<file path="src/rtl/sdram_bist_sequencer_if.sv">
// Request-port bundle between the BIST sequencer (master) and the SDRAM
// controller (slave).
//   WrEN_Sig / RdEN_Sig : access requests, held until Done_Sig
//   BRC_Addr            : bank/row/column address
//   WrData              : write data
//   Done_Sig            : one-cycle completion pulse from the controller
//   RdData              : read data, valid with Done_Sig on reads
interface sdram_bist_sequencer_if #(
    parameter int unsigned DW = 16,
    parameter int unsigned AW = 22
) ();
    logic          WrEN_Sig;
    logic          RdEN_Sig;
    logic [AW-1:0] BRC_Addr;
    logic [DW-1:0] WrData;
    logic          Done_Sig;
    logic [DW-1:0] RdData;

    modport master (
        output WrEN_Sig, RdEN_Sig, BRC_Addr, WrData,
        input  Done_Sig, RdData
    );

    modport slave (
        input  WrEN_Sig, RdEN_Sig, BRC_Addr, WrData,
        output Done_Sig, RdData
    );
endinterface

</file>
<file path="src/rtl/sdram_bist_sequencer.sv">
// Built-in self-test master for the SDRAM controller: writes a pattern over an
// address window, reads it back and compares, then reports pass/fail.
// Ports:
//   CLK, RST     : clock and synchronous active-high reset
//   Start_Sig    : one-cycle pulse starting a run (ignored while busy)
//   bus          : controller request port (master side)
//   Busy_Sig     : run in progress
//   Pass_Sig     : last run finished clean
//   Fail_Sig     : last run saw mismatches or a watchdog timeout
//   Tout_Sig     : the failure was a watchdog timeout
//   Err_Count    : saturating mismatch count
// Optional: define SDRAM_BIST_ERRLOG_EN to add Err_Addr/Err_Exp/Err_Got, which
// capture the first mismatch of a run.
module sdram_bist_sequencer #(
    parameter int unsigned   DW        = 16,
    parameter int unsigned   AW        = 22,
    parameter logic [AW-1:0] BASE_ADDR = '0,
    parameter int unsigned   NUM_WORDS = 256,
    parameter int unsigned   PATTERN   = 0,
    parameter int unsigned   TIMEOUT   = 1023
) (
    input  logic                CLK,
    input  logic                RST,
    input  logic                Start_Sig,
    sdram_bist_sequencer_if.master bus,
    output logic                Busy_Sig,
    output logic                Pass_Sig,
    output logic                Fail_Sig,
    output logic                Tout_Sig,
    output logic [15:0]         Err_Count
`ifdef SDRAM_BIST_ERRLOG_EN
    ,
    output logic [AW-1:0]       Err_Addr,
    output logic [DW-1:0]       Err_Exp,
    output logic [DW-1:0]       Err_Got
`endif
);

    localparam int unsigned IdxW = $clog2(NUM_WORDS) + 1;
    localparam int unsigned WdW  = $clog2(TIMEOUT + 2);

    typedef enum logic [2:0] {StIdle, StWrite, StWrGap, StRead, StRdGap, StDone} state_e;

    state_e          state_q, state_d;
    logic [IdxW-1:0] idx_q, idx_d;
    logic [WdW-1:0]  wd_q, wd_d;
    logic            wr_en_q, wr_en_d, rd_en_q, rd_en_d;
    logic            busy_d, pass_d, fail_d, tout_d;
    logic [15:0]     err_d;

    logic [AW-1:0]   addr;
    logic [DW-1:0]   addr_lo;
    logic [DW-1:0]   pat;
    logic            last, expire, mismatch;

    // Address wraps naturally modulo 2^AW.
    assign addr = BASE_ADDR + AW'(idx_q);

    if (AW >= DW) begin : g_addr_trunc
        assign addr_lo = addr[DW-1:0];
    end else begin : g_addr_ext
        assign addr_lo = {{(DW - AW){1'b0}}, addr};
    end

    always_comb begin
        if (PATTERN == 1) begin
            pat = ~addr_lo;
        end else if (PATTERN == 2) begin
            pat = DW'(1) << (32'(idx_q) % DW);
        end else begin
            pat = addr_lo;
        end
    end

    assign last     = (idx_q == IdxW'(NUM_WORDS - 1));
    assign mismatch = (bus.RdData != pat);
    // A Done_Sig arriving in the expiry cycle takes priority over the timeout.
    assign expire   = (TIMEOUT != 0) && (wd_q == WdW'(TIMEOUT - 1)) && !bus.Done_Sig;

    assign bus.WrEN_Sig = wr_en_q;
    assign bus.RdEN_Sig = rd_en_q;
    assign bus.BRC_Addr = (wr_en_q || rd_en_q) ? addr : '0;
    assign bus.WrData   = wr_en_q ? pat : '0;

    // State and registered outputs.
    always_ff @(posedge CLK) begin
        if (RST) begin
            state_q   <= StIdle;
            idx_q     <= '0;
            wd_q      <= '0;
            wr_en_q   <= 1'b0;
            rd_en_q   <= 1'b0;
            Busy_Sig  <= 1'b0;
            Pass_Sig  <= 1'b0;
            Fail_Sig  <= 1'b0;
            Tout_Sig  <= 1'b0;
            Err_Count <= '0;
        end else begin
            state_q   <= state_d;
            idx_q     <= idx_d;
            wd_q      <= wd_d;
            wr_en_q   <= wr_en_d;
            rd_en_q   <= rd_en_d;
            Busy_Sig  <= busy_d;
            Pass_Sig  <= pass_d;
            Fail_Sig  <= fail_d;
            Tout_Sig  <= tout_d;
            Err_Count <= err_d;
        end
    end

    // Next state.
    always_comb begin
        state_d = state_q;
        unique case (state_q)
            StIdle:  if (Start_Sig) state_d = StWrite;
            StWrite: begin
                if (bus.Done_Sig)  state_d = StWrGap;
                else if (expire)   state_d = StDone;
            end
            StWrGap: state_d = last ? StRead : StWrite;
            StRead: begin
                if (bus.Done_Sig)  state_d = StRdGap;
                else if (expire)   state_d = StDone;
            end
            StRdGap: state_d = last ? StDone : StRead;
            StDone:  state_d = StIdle;
            default: state_d = StIdle;
        endcase
    end

    // Datapath and output next values.
    always_comb begin
        idx_d  = idx_q;
        wd_d   = '0;
        err_d  = Err_Count;
        tout_d = Tout_Sig;
        pass_d = Pass_Sig;
        fail_d = Fail_Sig;
        unique case (state_q)
            StIdle: begin
                if (Start_Sig) begin
                    idx_d  = '0;
                    err_d  = '0;
                    tout_d = 1'b0;
                    pass_d = 1'b0;
                    fail_d = 1'b0;
                end
            end
            StWrite, StRead: begin
                // Watchdog restarts from zero on each new access.
                if (state_d == state_q) wd_d = wd_q + 1'b1;
                if (state_q == StRead && bus.Done_Sig && mismatch && Err_Count != 16'hFFFF) begin
                    err_d = Err_Count + 16'd1;
                end
                if (expire) tout_d = 1'b1;
            end
            StWrGap, StRdGap: idx_d = last ? '0 : idx_q + 1'b1;
            default: ;
        endcase
        if (state_d == StDone) begin
            pass_d = (err_d == '0) && !tout_d;
            fail_d = !pass_d;
        end
        wr_en_d = (state_d == StWrite);
        rd_en_d = (state_d == StRead);
        busy_d  = (state_d != StIdle) && (state_d != StDone);
    end

`ifdef SDRAM_BIST_ERRLOG_EN
    // Err_Count still at zero marks the first mismatch of the run.
    always_ff @(posedge CLK) begin
        if (RST || (state_q == StIdle && Start_Sig)) begin
            Err_Addr <= '0;
            Err_Exp  <= '0;
            Err_Got  <= '0;
        end else if (state_q == StRead && bus.Done_Sig && mismatch && Err_Count == '0) begin
            Err_Addr <= addr;
            Err_Exp  <= pat;
            Err_Got  <= bus.RdData;
        end
    end
`endif

endmodule

</file>
<file path="src/flat_wrapper.sv">
// flat-port wrapper written by rule: the top's interface ports become plain ports
module sdram_bist_sequencer_flat 
#(
    parameter int unsigned   DW        = 16,
    parameter int unsigned   AW        = 22,
    parameter logic [AW-1:0] BASE_ADDR = '0,
    parameter int unsigned   NUM_WORDS = 256,
    parameter int unsigned   PATTERN   = 0,
    parameter int unsigned   TIMEOUT   = 1023
)
  (CLK, RST, Start_Sig, Busy_Sig, Pass_Sig, Fail_Sig, Tout_Sig, Err_Count, bus_WrEN_Sig, bus_RdEN_Sig, bus_BRC_Addr, bus_WrData, bus_Done_Sig, bus_RdData);
  sdram_bist_sequencer_if #(.DW(DW), .AW(AW)) bus_i ();
  input  logic CLK;
  input  logic RST;
  input  logic Start_Sig;
  output logic Busy_Sig;
  output logic Pass_Sig;
  output logic Fail_Sig;
  output logic Tout_Sig;
  output logic [15:0] Err_Count;
  output wire logic [$bits(bus_i.WrEN_Sig)-1:0] bus_WrEN_Sig;
  output wire logic [$bits(bus_i.RdEN_Sig)-1:0] bus_RdEN_Sig;
  output wire logic [$bits(bus_i.BRC_Addr)-1:0] bus_BRC_Addr;
  output wire logic [$bits(bus_i.WrData)-1:0] bus_WrData;
  input wire logic [$bits(bus_i.Done_Sig)-1:0] bus_Done_Sig;
  input wire logic [$bits(bus_i.RdData)-1:0] bus_RdData;
  assign bus_WrEN_Sig = bus_i.WrEN_Sig;
  assign bus_RdEN_Sig = bus_i.RdEN_Sig;
  assign bus_BRC_Addr = bus_i.BRC_Addr;
  assign bus_WrData = bus_i.WrData;
  assign bus_i.Done_Sig = bus_Done_Sig;
  assign bus_i.RdData = bus_RdData;
  sdram_bist_sequencer #(.DW(DW), .AW(AW), .BASE_ADDR(BASE_ADDR), .NUM_WORDS(NUM_WORDS), .PATTERN(PATTERN), .TIMEOUT(TIMEOUT)) u_core (.CLK(CLK), .RST(RST), .Start_Sig(Start_Sig), .bus(bus_i), .Busy_Sig(Busy_Sig), .Pass_Sig(Pass_Sig), .Fail_Sig(Fail_Sig), .Tout_Sig(Tout_Sig), .Err_Count(Err_Count));
endmodule
</file>
<file path="config.mk">
export PLATFORM = sky130hd
export DESIGN_NAME = sdram_bist_sequencer_flat
export DESIGN_NICKNAME = d
export VERILOG_FILES = /design/src/rtl/sdram_bist_sequencer_if.sv /design/src/rtl/sdram_bist_sequencer.sv /design/src/flat_wrapper.sv
export SDC_FILE = /design/constraint.sdc
export NUM_CORES = 1
export LEC_CHECK = 0
export BUFFER_PORTS_ARGS = -buffer_cell sky130_fd_sc_hd__buf_2
export CORE_MARGIN = 2
export CORE_UTILIZATION = 46
export CTS_CLUSTER_DIAMETER = 100
export DETAILED_ROUTE_END_ITERATION = 16
export HOLD_SLACK_MARGIN = 0.12
export PLACE_DENSITY = 0.75
export SYNTH_ARGS = -nofsm -noshare
export SYNTH_HDL_FRONTEND = slang
export SYNTH_SLANG_ARGS = --single-unit
</file>
<file path="constraint.sdc">
create_clock -name CLK -period 2.64 [get_ports CLK]
set_input_delay 0.396 -clock CLK [delete_from_list [all_inputs] [get_ports CLK]]
set_output_delay 0.396 -clock CLK [all_outputs]
set_load 0.005 [all_outputs]
</file>
# ---- After elaboration in Yosys (flattened, before gate mapping)
# Index checks and enable logic that the tools add are counted.
dict set report classes {
  n_bitwise 2
  add_sub_neg 3
  mux 22
  n_reduce_logical 21
  eq_ne 14
}
# op n
set ops {}
lappend ops {{two-way mux 9 bit} 4}
lappend ops {{two-way mux 16 bit} 2}
lappend ops {{case mux 16 bit (2 select lines)} 1}
lappend ops {{case mux 9 bit (2 select lines)} 1}
lappend ops {{adder 16 x 1 -> 16 bit (second input constant)} 1}
lappend ops {{zero test 16 bit} 1}
lappend ops {{inequality test 16 bit (second input constant)} 1}
lappend ops {{inequality test 16 x 9 -> 1 bit} 1}
lappend ops {{two-way mux 3 bit} 5}
lappend ops {{case mux 3 bit (5 select lines)} 1}
lappend ops {{adder 11 x 1 -> 11 bit (second input constant)} 1}
lappend ops {{== test 11 x 10 -> 1 bit (second input constant)} 1}
lappend ops {{adder 9 x 1 -> 9 bit (second input constant)} 1}
lappend ops {{== test 3 x 2 -> 1 bit (second input constant)} 3}
lappend ops {{== test 9 x 8 -> 1 bit (second input constant)} 1}
lappend ops {{== test 3 x 1 -> 1 bit (second input constant)} 2}
lappend ops {{== test 3 bit (second input constant)} 2}
lappend ops {{logical AND 1 bit} 6}
lappend ops {{two-way mux 1 bit} 6}
lappend ops {{nonzero test 2 bit} 3}
lappend ops {{AND reduction 2 bit} 2}
lappend ops {{OR reduction 2 bit} 2}
lappend ops {{== test 3 bit} 1}
lappend ops {{zero test 1 bit} 3}
lappend ops {{other kinds (9)} 10}
dict set report totals {
  out_inout_bits 60
  ff_bits 45
  inputBits 20
}

# ---- Logic depth before layout (Yosys ltp)
dict set report logic_depth {
  word_depth 10
  mapped_depth 11
}

# ---- Least setup slack after synthesis
# OpenSTA, ideal clock, no wires.
dict set report synth_path {
  kind {flip-flop to flip-flop}
  startpoint {reg u_core.idx_q[4]}
  endpoint {reg u_core.Fail_Sig}
  n_path_buf 1
  arrival_time_ps 2579
  stages_incl_launch_ff 10
  required_time_ps 2510
  synth_period_minus_slack_ps 2710
  setup_slack_ps -70
  cell_sequence {dfxtp_1 > buf_2 > xor2_1 > nor4_2 > nand3_1 > and4_1 > mux2i_1 > or4_1 > or4_1 > nor3b_2}
}
dict set report synth_via {
  elab_chain_cells 9
  word_cells_on_any_way 17
}
# item line_no
set synth_lines {}
lappend synth_lines {{from (decl)} sdram_bist_sequencer.sv:45} ;# logic [IdxW-1:0] idx_q, idx_d;
lappend synth_lines {{from (signal assigned)} sdram_bist_sequencer.sv:100} ;# idx_q <= idx_d;
lappend synth_lines {{inequality test 16 x 9 -> 1 bit} sdram_bist_sequencer.sv:76} ;# assign mismatch = (bus.RdData != pat);
lappend synth_lines {{logical AND 1 bit (2 in series)} sdram_bist_sequencer.sv:153} ;# if (state_q == StRead && bus.Done_Sig && mismatch && Err_Count != 16'hFFFF) begin
lappend synth_lines {{two-way mux 16 bit} sdram_bist_sequencer.sv:153}
lappend synth_lines {{case mux 16 bit (2 select lines)} sdram_bist_sequencer.sv:140} ;# unique case (state_q)
lappend synth_lines {{zero test 16 bit} sdram_bist_sequencer.sv:162} ;# pass_d = (err_d == '0) && !tout_d;
lappend synth_lines {{logical AND 1 bit} sdram_bist_sequencer.sv:162}
lappend synth_lines {{zero test 1 bit} sdram_bist_sequencer.sv:163} ;# fail_d = !pass_d;
lappend synth_lines {{two-way mux 1 bit} sdram_bist_sequencer.sv:161} ;# if (state_d == StDone) begin
lappend synth_lines {{to (signal assigned)} sdram_bist_sequencer.sv:106} ;# Fail_Sig <= fail_d;
lappend synth_lines {{to (decl)} sdram_bist_sequencer.sv:28} ;# output logic Fail_Sig,
# Several ways; a longest one is shown, not always the timed one.
# A chain may end at the register's enable or synchronous reset.

# ---- Worst setup path after layout
dict set report layout_path {
  startpoint {reg u_core.Err_Count[1]}
  endpoint {reg u_core.Fail_Sig}
}
dict set report layout_via {
  elab_chain_cells 8
  word_cells_on_any_way 10
}
# item line_no
set layout_lines {}
lappend layout_lines {{from (decl)} sdram_bist_sequencer.sv:30} ;# output logic [15:0] Err_Count
lappend layout_lines {{from (signal assigned)} sdram_bist_sequencer.sv:108} ;# Err_Count <= err_d;
lappend layout_lines {{parallel branches: the longest is 3 deep, another holds adder 16 x 1 -> 16 bit} n/a}
lappend layout_lines {{case mux 16 bit (2 select lines) (*)} sdram_bist_sequencer.sv:140}
lappend layout_lines {{zero test 16 bit (*)} sdram_bist_sequencer.sv:162}
lappend layout_lines {{logical AND 1 bit (*)} sdram_bist_sequencer.sv:162}
lappend layout_lines {{zero test 1 bit (*)} sdram_bist_sequencer.sv:163}
lappend layout_lines {{two-way mux 1 bit (*)} sdram_bist_sequencer.sv:161}
# Mark *: on every way between the ends.

==> results.ini <==
[floorplanning]
placement_rows=28
io_pins=80
starting_density_pct=47.51
core-area_um2=5886
die-height_um=81.97
die_width_um=81.97
floorplan_die_area_um2=6719

[sta]
timing_max_transition_violations_final=0
clock.fmax_mhz=382.6
slew_headroom_pct=60.27
hold_violations=0
tightestPinTransition_ps=592.4
grt_setup_unrepaired=true
period_needed_ps=2614
clock-skew-final_ps=9.339
min_period_over_period_pct=99.01
finalHoldWorstSlack_ps=446.4
finalSetupViolations=0
layout_setup_ws_ps=26.01
timing.setup.tns_ps=0

[power_and_ir_drop]
cellLeakagePower_nw=1.700
vdd_ir_drop_max_mv=0.3154
total_power_mw=1.383
power_density_nw_per_um2=376.1

[hold_path]
hold_path.startpoint=RST
worstHoldEndpoint=u_core.state_q[1]
min_path_type=input pin to register
timing.hold.worst_path_depth=3

[placed_design]
numPortBuffers=59
gp_routability_congestion=0.8665
hpwlAfterDp_mm=5.851
place_area_um2=3490
dp_slack_ps=-153.4
post-place-cells=538

[yosys]
netlist.area_leader.share_pct=32.21
combinational_family_with_the_most_area_after_synthesis=simple AND/OR/NAND/NOR gates
synth.mux.area_fraction_pct=2.192
synth_top_area_cell=dfxtp_1
synthXorXnorAreaFrac_pct=7.204
synth_simple_gate_area_share_pct=35.39
synth_warnings=0
yosys_most_used_dff=dfxtp_1
synthCells=359
synthMostInstantiatedCell=nor2_1
synth.cells.most_frequent=50 x nor2_1, 45 x dfxtp_1, 33 x nand2_1, 22 x buf_4, 17 x a21oi_1
number_of_enable_flip_flop_cells_after_synthesis=0
synthAdderAreaFrac_pct=1.790
synth.yosys.seq_area_share_pct=32.21
netlist-cell-type-count=49
postSynthRegisterBits=45
postSynthAreaPerCell_um2=7.790
synth_area_leaders=dfxtp_1 32%, nor2_1 6.7%, buf_4 5.9%
async_reset_ff_share_pct=0
synth-compound-area-share_pct=11.95
mappedNetlistArea_um2=2796

[final_layout]
fraction_of_final_layout_cells_with_drive_strength_greater_than_1_pct=31.57
finish.instance_area_um2=3679
final_util_pct=62.50
antenna-diode-count=0
area_delta_synth_final_pct=31.54
final-instance-count-excl-fill=547
finish.net_count=495

[clock_network]
htree_num_levels=2
max-clock-path-buffers=2
clock_buffers_created_by_tritoncts=5
cts.sinks=45
clkLatencyLatePin_ps=310
worst_setup_hold_path_clk_slew_ps=100
clk_root_buffer_cell=clkbuf_8
cts_tree=built

[routing]
remaining_drc_errors=0
drt_initial_violations=173
drt-wirelength-per-cell_um=13.90
totalWireLength_mm=7.604
drt-pass1-iter-count=5
avgViaCountPerCell=5.400
detail-route-antenna-nets=0
num_vias=2954

[worst_setup_path]
cp-start-kind=register
r2r.worst_path.cells=9
timing.critical_path.arrival_ps=2800
rr_endpoint=u_core.Fail_Sig
setup.reg_to_reg.worst_slack_ps=30
critPathKind=register to register
critical_path.reg2reg.startpoint=u_core.Err_Count[1]
critPathCaptureType=register
cp_max_fo=4
cp_data_required_time_ps=2830

[grt]
grt_pass1_wl_mm=12.72
grt_util_all_layers_pct=24.35
grt_start_max_net_pins=29
vias_in_the_first_global_route=2743
grt_remaining_overflow=0
grt_antenna_before_repair=0

[status]
outcome=finished, final reports clean

[flow_run]
maxCapViolCount=0

## kinds of logic after synthesis
group,after synthesis
and+or+nand+nor,188
buffers and inverters,40
adders and majority gates,4
muxes,6
DFF,45
xor gates and xnor gates,23
AOI/OAI and AO/OA,52
other,1
## how the worst max path moves through the flow
stage	depth (start not counted)	startpoint	slack [ps]	endpoint
floorplan	11	u_core.state_q[0]	-10	u_core.Fail_Sig
global placement	10	bus_RdData[7]	-110	u_core.Fail_Sig
detailed placement	10	bus_RdData[7]	-150	u_core.Fail_Sig
CTS	9	u_core.Err_Count[0]	0.6	u_core.Fail_Sig
global route	9	u_core.idx_q[4]	-70	u_core.Fail_Sig
finish	9	u_core.Err_Count[1]	30	u_core.Fail_Sig
## flip-flops by register name (all words and copies together) (netlist names)
| name | count |
|---|---|
| u_core.Busy_Sig | 1 |
| u_core.Err_Count | 16 |
| u_core.Fail_Sig | 1 |
| u_core.Pass_Sig | 1 |
| u_core.Tout_Sig | 1 |
| u_core.bus.RdEN_Sig | 1 |
| u_core.bus.WrEN_Sig | 1 |
| u_core.idx_q | 9 |
| u_core.state_q | 3 |
| u_core.wd_q | 11 |
## critical path, stage by stage (launching register included)
cell	delay, ps
dfxtp_1	380
ha_4	170
and3_1	200
nand4bb_4	130
and2_4	170
and4_1	210
mux2i_1	130
or4_1	510
or4_4	440
nor3b_2	170
## layout by cell type, fill, tap and decap left out, drive strengths merged, types with 2 or more instances in the layout
cell    Yosys  layout
and4        5       5
nor2       50      50
xor2       13      13
mux2i       5       5
and3       11      11
ha          4       4
and2       14      14
a41oi       2       2
nor2b      15      15
a211oi      5       5
a311oi      4       4
nand3      16      16
nand2      34      34
a31oi       6       6
nand2b      4       4
nand4      11      11
o21ai      10      10
nor3       13      13
nand4b      3       3
conb        1      20
dfxtp      45      45
buf        30     122
clkbuf      6       5
xnor2      10      10
inv         4       5
or4         3       3
nor4        3       3
a21oi      17      17
## metal layers
layer	GRT usage (%)	vias to the layer above	routed length, µm
li1	-	1456	-
met1	30.76	1380	3273
met2	42.11	106	3761
met3	5.165	12	480
met4	6.000	0	89
met5	0	-	0
## power by group
part	total, mW	switching [mW]	internal, mW
combinational	0.135	0.0835	0.0517
sequential	0.691	0.00733	0.684
clock	0.557	0.267	0.290
total	1.38	0.357	1.03
## layout make-up
| class | count | area, µm² |
|---|---|---|
| flip-flops and latches | 45 | 908.4 |
| fillers | 556 | 2207 |
| well taps | 75 | 93.84 |
| repair buffers | 122 | 772.0 |
| clock inverters | 3 | 50.05 |
| multi-input cells | 293 | 1770 |
| clock buffers | 5 | 68.82 |
| inverters | 4 | 15.01 |
## repair_timing
action,4_1_cts,5_1_grt
hold buffers,0,0
buffers inserted,0,1
pin swaps,0,4
setup endpoints to repair,2,2
gates resized for setup,5,11
(Power assumes the default switching activity.)
